**src/rtl/mem_arbiter_2x1.sv**
```systemverilog
`timescale 1ns/1ps
// Two requesters share one single-port RAM. Grant is combinational; the winner alternates on conflict.
// Read data returns MEM_LATENCY cycles after acceptance. The loser of a conflict waits one cycle at most.
module mem_arbiter_2x1 #(
    parameter int ADDR_W      = 12,
    parameter int DATA_W      = 16,
    parameter int MEM_LATENCY = 1
) (
    input  logic              clk,
    input  logic              rst,
    input  logic              m0_read,
    input  logic              m0_write,
    input  logic [ADDR_W-1:0] m0_address,
    input  logic [DATA_W-1:0] m0_writedata,
    output logic              m0_waitrequest,
    output logic [DATA_W-1:0] m0_readdata,
    output logic              m0_readdatavalid,
    input  logic              m1_read,
    input  logic              m1_write,
    input  logic [ADDR_W-1:0] m1_address,
    input  logic [DATA_W-1:0] m1_writedata,
    output logic              m1_waitrequest,
    output logic [DATA_W-1:0] m1_readdata,
    output logic              m1_readdatavalid,
    output logic [ADDR_W-1:0] mem_address,
    output logic              mem_read,
    output logic              mem_write,
    output logic [DATA_W-1:0] mem_writedata,
    input  logic [DATA_W-1:0] mem_readdata
);

    typedef enum logic {PRI0 = 1'b0, PRI1 = 1'b1} pri_e;

    typedef struct packed {
        logic              rd;
        logic              wr;
        logic [ADDR_W-1:0] addr;
        logic [DATA_W-1:0] wdat;
    } req_t;

    pri_e                   state_q, state_d;
    logic [MEM_LATENCY-1:0] vld_q, vld_d;
    logic [MEM_LATENCY-1:0] tag_q, tag_d;
    logic                   pend0, pend1;
    logic                   gnt0, gnt1;
    req_t                   req0, req1, mem_req;
    logic                   out_vld, out_tag;

    always_comb begin
        pend0 = m0_read | m0_write;
        pend1 = m1_read | m1_write;
        // Nothing is forwarded while reset is held, so no RAM access can leak out.
        gnt0  = rst & pend0 & (~pend1 | (state_q == PRI0));
        gnt1  = rst & pend1 & (~pend0 | (state_q == PRI1));
    end

    always_comb begin
        req0 = '{rd: m0_read & ~m0_write, wr: m0_write, addr: m0_address, wdat: m0_writedata};
        req1 = '{rd: m1_read & ~m1_write, wr: m1_write, addr: m1_address, wdat: m1_writedata};
        mem_req = '0;
        if (gnt0) begin
            mem_req = req0;
        end else if (gnt1) begin
            mem_req = req1;
        end
    end

    assign mem_read       = mem_req.rd;
    assign mem_write      = mem_req.wr;
    assign mem_address    = mem_req.addr;
    assign mem_writedata  = mem_req.wdat;
    assign m0_waitrequest = pend0 & ~gnt0;
    assign m1_waitrequest = pend1 & ~gnt1;

    always_comb begin
        state_d = state_q;
        if (gnt0) begin
            state_d = PRI1;
        end else if (gnt1) begin
            state_d = PRI0;
        end
    end

    // Owner tag travels with each accepted read so the return is steered in acceptance order.
    always_comb begin
        vld_d    = '0;
        tag_d    = '0;
        vld_d[0] = mem_req.rd;
        tag_d[0] = gnt1;
        for (int i = 1; i < MEM_LATENCY; i++) begin
            vld_d[i] = vld_q[i-1];
            tag_d[i] = tag_q[i-1];
        end
    end

    always_ff @(posedge clk or negedge rst) begin
        if (!rst) begin
            state_q <= PRI0;
            vld_q   <= '0;
            tag_q   <= '0;
        end else begin
            state_q <= state_d;
            vld_q   <= vld_d;
            tag_q   <= tag_d;
        end
    end

    assign out_vld          = vld_q[MEM_LATENCY-1];
    assign out_tag          = tag_q[MEM_LATENCY-1];
    assign m0_readdatavalid = out_vld & ~out_tag;
    assign m1_readdatavalid = out_vld & out_tag;
    assign m0_readdata      = m0_readdatavalid ? mem_readdata : '0;
    assign m1_readdata      = m1_readdatavalid ? mem_readdata : '0;

endmodule

```
**config.mk**
```make
export PLATFORM = sky130hd
export DESIGN_NAME = mem_arbiter_2x1
export DESIGN_NICKNAME = d
export VERILOG_FILES = /design/src/rtl/mem_arbiter_2x1.sv
export SDC_FILE = /design/constraint.sdc
export NUM_CORES = 1
export LEC_CHECK = 0
export BUFFER_PORTS_ARGS = -buffer_cell sky130_fd_sc_hd__buf_4
export CAP_MARGIN = 20
export CORE_ASPECT_RATIO = 0.8
export CORE_MARGIN = 3
export CORE_UTILIZATION = 25
export DETAILED_ROUTE_END_ITERATION = 8
export GPL_TIMING_DRIVEN = 0
export PLACE_DENSITY = 0.82
export SYNTH_ARGS = -nofsm -noshare
export SYNTH_HDL_FRONTEND = slang
export SYNTH_SLANG_ARGS = --single-unit
```
**constraint.sdc**
```tcl
create_clock -name clk -period 1.44 [get_ports clk]
set_input_delay 0.072 -clock clk [delete_from_list [all_inputs] [get_ports clk]]
set_output_delay 0.072 -clock clk [all_outputs]
set_load 0.05 [all_outputs]
```
==> results.json, run 1 <==
{
  "status": "complete, but fails checks",
  "violations": "hold timing, setup timing",
  "cts_buffers": 3,
  "synthesis.area_um2": 703,
  "setup_tns_ns": -3.58,
  "die_h_um": 53.4,
  "pre_cts_ws_ns": 0.0294,
  "synthFlopType": "dfrtp_1",
  "synthCells": 92,
  "seqCellArea_um2": 78.8,
  "clk_pin_slew_worst_paths_ns": 0.04,
  "cts.sinks": 3,
  "ant_nets": 0,
  "yosys_register_bits": 3,
  "worst_slack_ns": -0.173,
  "final_core_util_pct": 88.7,
  "fin_cells": 283,
  "antenna_cells": 0,
  "htree_levels": 1,
  "wl_per_cell_um": 17.9,
  "fin_nets": 326,
  "p_leak_nw": 1.26,
  "r2r_setup_slack_ns": 0.29,
  "fillers": 123,
  "grt_max_degree": 11,
  "rows": 16,
  "dieWidth_um": 65.3,
  "first_pass_iters": 4,
  "rsz0062_at_grt": "true",
  "crit_required_ns": 1.37,
  "crit_path_start_kind": "flip-flop",
  "synthMuxAreaShare_pct": 0,
  "worstMarginPinSlew_ns": 0.317,
  "drc": 0,
  "globalplace.congestion": 0.740,
  "die_area_um2": 3490,
  "setup_viol_count_final": 28,
  "grt_pass1_vias": 1405,
  "route.final.wire_length_um": 5070,
  "final_common_cell": "buf_4",
  "dp_hpwl_um": 3430,
  "period_share_pct": 112,
  "synthXorXnorAreaFrac_pct": 0,
  "clockBufferDepth": 2,
  "portBuffers": 143,
  "syn_to_final_growth_pct": 223,
  "pin_count": 144,
  "min_period_ns": 1.61,
  "max-cap-violations": 0,
  "antenna_found_initial": 0,
  "vias": 1435,
  "hp-class": "in -> async",
  "whs_ns": -0.357,
  "ys_warn_count": 0,
  "cp_cell_sequence": "o21ai_2 -> and3b_2 -> buf_6 -> clkbuf_16 -> a22o_1 -> buf_6",
  "synth-simple-area-share_pct": 37.4,
  "grt_overflow": 0,
  "grt_pass1_wl_um": 6280,
  "drive_gt1_share_pct": 75.7,
  "drv_slew": 0,
  "powerDensity_nw_per_um2": 685,
  "slowest_stage": "dfrtp_2",
  "crit_path_max_incr_delay_ns": 0.40,
  "synth-compound-area-share_pct": 43.2,
  "avgSynthCellArea_um2": 7.64,
  "synthAdderAreaFrac_pct": 0,
  "clk_latency_ns": 0.23,
  "grt_use_total_pct": 23.4,
  "core_area_um2": 2560,
  "seq_area_frac_synth_pct": 10.7,
  "synthDistinctLibCells": 21,
  "synth_top_family_by_area": "compound AO/OA/AOI/OAI gates",
  "hold_viol_final": 3,
  "path_max_fanout": 5,
  "layout.cells.most_common_list": "103 x buf_4, 34 x buf_6, 28 x a22o_1, 18 x buf_8",
  "synth_nets": 170,
  "max_freq_ghz": 0.620,
  "multi_input_area_um2": 617,
  "initial_core_util_pct": 27.4,
  "fin_skew_ns": 0.00162,
  "ir_drop_mv": 0.431,
  "relSlewSlack_pct": 78.8,
  "root_buffer": "clkbuf_4",
  "placed_cells": 271,
  "async_flop_share_pct": 100,
  "cts_tree": "built",
  "drt_iter0_markers": 50,
  "crit_arrival_ns": 1.54,
  "synth_enable_flop_cells": 0,
  "vias_per_cell": 5.07,
  "end_kind": "primary output",
  "critPathKind": "reg -> out",
  "critical_path.most_common_cell": "buf_6"
}
==> cell type report <==
class                           count  share of cell area, %
Tap cell                           36                   1.98
Buffer                              9                   3.85
Timing Repair Buffer              151                   62.4
Multi-Input combinational cell     80                   27.1
Clock buffer                        4                   1.16
Sequential cell                     3                   3.47
==> flip-flops by register name, summed over array words and instances, names as in the netlist <==
signal and cells:
out_vld 1, state_q 1, out_tag 1
==> path summary, 6_finish.rpt <==
| kind | cells after the start | to | startpoint |
|---|---|---|---|
| min in group clk | 3 | state_q | rst |
| worst min register to register | 2 | state_q | state_q |
| worst max-delay path | 6 | mem_writedata[15] | state_q |
| worst max register to register | 4 | out_vld | state_q |
| worst min-delay path | 1 | out_vld | rst |
| max in group asynchronous | 1 | state_q | rst |
==> stage by stage <==
stage          hold WS [ns]  power (mW)  area (um^2)
6_report             -0.357        1.56         2270
2_1_floorplan        -0.224       0.782          721
5_1_grt              -0.376        1.63         2270
4_1_cts              -0.364        1.46         2080
3_3_place_gp         -0.121        1.18         1840
3_5_place_dp         -0.116        1.19         1840
==> per-layer routing <==
layer | wire length (um) | track usage [%] | part of all wire (%)
met2 | 2620 | 45.0 | 52
met4 | 107 | 10.0 | 2.1
met3 | 519 | 7.86 | 10
met1 | 1820 | 22.9 | 36
met5 | 0 | 0 | 0
==> cell usage after synthesis (2+ instances only) <==
library cell | instances | area share [%]
and3_1 | 16 | 14
and2b_1 | 2 | 2.1
nor2_1 | 4 | 2.1
a22o_1 | 28 | 35
a21oi_1 | 3 | 2.1
clkbuf_1 | 3 | 1.6
dfrtp_1 | 3 | 11
and2_1 | 17 | 15
buf_4 | 3 | 3.2
buf_6 | 2 | 3.2
==> worst max-delay path, delay by kind of cell, from the launching register on <==
family                 cells  cell delay [ns]
buffers and inverters      3             0.45
DFF                        1             0.40
AOI/OAI and AO/OA          2             0.26
and+or+nand+nor            1             0.21
==> power breakdown <==
group          switching, mW  internal [mW]  leakage [nW]
sequential            0.0124         0.0962        0.0342
combinational          0.727          0.573          1.21
clock                 0.0434          0.104        0.0150
total                  0.783          0.773          1.26
==> cell families (layout without fill, tap and decap cells) <==
family | Yosys count | count (layout)
AO/OA/AOI/OAI | 37 | 37
buffers and inverters | 9 | 164
flip-flops | 3 | 3
AND/OR/NAND/NOR | 43 | 43
==> what timing repair did <==
item	CTS	global route
endpoints found under the hold margin	3	3
resized for setup	46	47
cloned	0	2
pin swaps	1	19
buffers inserted	5	1
endpoints found under the setup margin	41	50
Note: power is estimated with default switching activity, not from simulation.
==> inputs of run 2 (changes only) <==
CORE_MARGIN = default   (was 3)
==> run 2 against run 1 <==
The flow finishes with violations (setup timing). Die area down 13%. First-iteration DRC count down 2.0%. Non-clock buffer count down 1. Clock skew up 0.0027 ns. Critical path depth unchanged. Routed wire length down 22%. Power down 4.6%. Largest cell class unchanged.
==> results.json, run 2 (synthesis gave the netlist of run 1 again) <==
{
  "hp-class": "in -> reg",
  "grt_pass1_vias": 1363,
  "multi_input_area_um2": 582,
  "slowest_stage": "dfrtp_2",
  "crit_path_max_incr_delay_ns": 0.43,
  "clockBufferDepth": 2,
  "powerDensity_nw_per_um2": 707,
  "dieWidth_um": 61.3,
  "vias_per_cell": 4.88,
  "crit_arrival_ns": 1.52,
  "max-cap-violations": 0,
  "clk_pin_slew_worst_paths_ns": 0.04,
  "path_depth": 6,
  "period_share_pct": 111,
  "clk_latency_ns": 0.24,
  "max_freq_ghz": 0.628,
  "fillers": 155,
  "ant_nets": 0,
  "antenna_cells": 0,
  "critPathKind": "reg -> out",
  "status": "complete, but fails checks",
  "crit_path_start_kind": "flip-flop",
  "ir_drop_mv": 0.461,
  "drive_gt1_share_pct": 71.1,
  "hold_viol_final": 0,
  "end_kind": "primary output",
  "cell_internal_pwr_uw": 722,
  "sequentialPowerShare_pct": 7.1,
  "final_common_cell": "buf_4",
  "r2r_setup_slack_ns": 0.35,
  "root_buffer": "clkbuf_4",
  "switching_share_pct": 51.4,
  "initial_core_util_pct": 27.4,
  "first_pass_iters": 4,
  "p_clk_share_pct": 10.5,
  "drt_iter0_markers": 49,
  "grt_pass1_wl_um": 5840,
  "final_core_util_pct": 81.9,
  "route.final.wire_length_um": 3970,
  "vias": 1375,
  "dp_hpwl_um": 3060,
  "p_comb_share_pct": 82.4,
  "pin_count": 144,
  "whs_ns": 0.141,
  "cts_buffers": 3,
  "crit_required_ns": 1.37,
  "path_delay_family": "flip-flops",
  "power_switching_uw": 762,
  "worstMarginPinSlew_ns": 0.194,
  "hold_depth": 2,
  "antenna_found_initial": 0,
  "critical_path.most_common_cell": "buf_6",
  "rsz0062_at_grt": "true",
  "cp_cell_sequence": "o21ai_2 -> and3b_1 -> buf_6 -> buf_6 -> a22o_1 -> buf_6",
  "fin_nets": 325,
  "drv_slew": 0,
  "reg2reg_depth": 4,
  "violations": "setup timing",
  "portBuffers": 143,
  "cts.sinks": 3,
  "seqCellArea_um2": 76.3,
  "path_max_fanout": 6,
  "setup_viol_count_final": 28,
  "rows": 16,
  "die_area_um2": 3030,
  "critPathBufInv": 3,
  "worst_slack_ns": -0.153,
  "globalplace.congestion": 0.777,
  "grt_overflow": 0,
  "core_area_um2": 2560,
  "syn_to_final_growth_pct": 199,
  "die_h_um": 49.4,
  "drc": 0,
  "fin_skew_ns": 0.00427,
  "wl_per_cell_um": 14.1,
  "grt_use_total_pct": 25.5,
  "relSlewSlack_pct": 87.0,
  "p_leak_nw": 1.20,
  "cts_tree": "built",
  "layout.cells.most_common_list": "114 x buf_4, 43 x buf_6, 28 x a22o_1, 16 x and3_1, 9 x and2_2",
  "htree_levels": 1,
  "min_period_ns": 1.59,
  "grt_max_degree": 11
}
[run 2: final timing paths]
check                         from             end
max                        state_q  mem_address[2]
max in group asynchronous      rst         state_q
min                            rst         out_vld
min in group asynchronous      rst         state_q
min reg2reg                state_q         state_q
max reg2reg                state_q         state_q
[run 2: power groups by stage]
stage,Clock (mW),Combinational (mW),Sequential [mW]
6_report,0.156,1.22,0.105
5_1_grt,0.180,1.27,0.106
4_1_cts,0.162,1.21,0.104
3_5_place_dp,0,1.07,0.112
3_3_place_gp,0,1.06,0.111
2_1_floorplan,0,0.675,0.107
[run 2: what timing repair did]
action	4_1_cts	5_1_grt
endpoints found under the hold margin	3	0
gates resized for setup	35	11
hold buffers	1	0
gates cloned	1	0
setup buffers	7	0
pin swaps	6	5
endpoints found under the setup margin	40	49
[run 2: final cells by class]
cell class	instances	share of cell area [%]
clock buffer	4	1.25
buffer	7	3.04
sequential	3	3.64
tap	36	2.15
timing repair buffer	152	62.2
multi-input combinational	80	27.7
[run 2: through the flow]
stage	setup slack [ns]	power [mW]	TNS, ns	area, um^2	std cells
detailed placement	0.0180	1.19	0	1840	271
CTS	-0.168	1.47	-3.60	2070	284
global placement	0.0481	1.17	0	1840	271
floorplan	0.0228	0.782	0	721	92
global route	-0.226	1.56	-5.30	2100	282
finish	-0.153	1.48	-3.42	2100	282
[run 2: metal layers]
| metal | global-route usage (%) | vias up | routed length [um] |
|---|---|---|---|
| met4 | 7.95 | 0 | 57 |
| li1 | - | 662 | - |
| met2 | 49.6 | 76 | 2190 |
| met3 | 7.69 | 6 | 358 |
| met5 | 0 | - | 0 |
| met1 | 24.4 | 631 | 1360 |
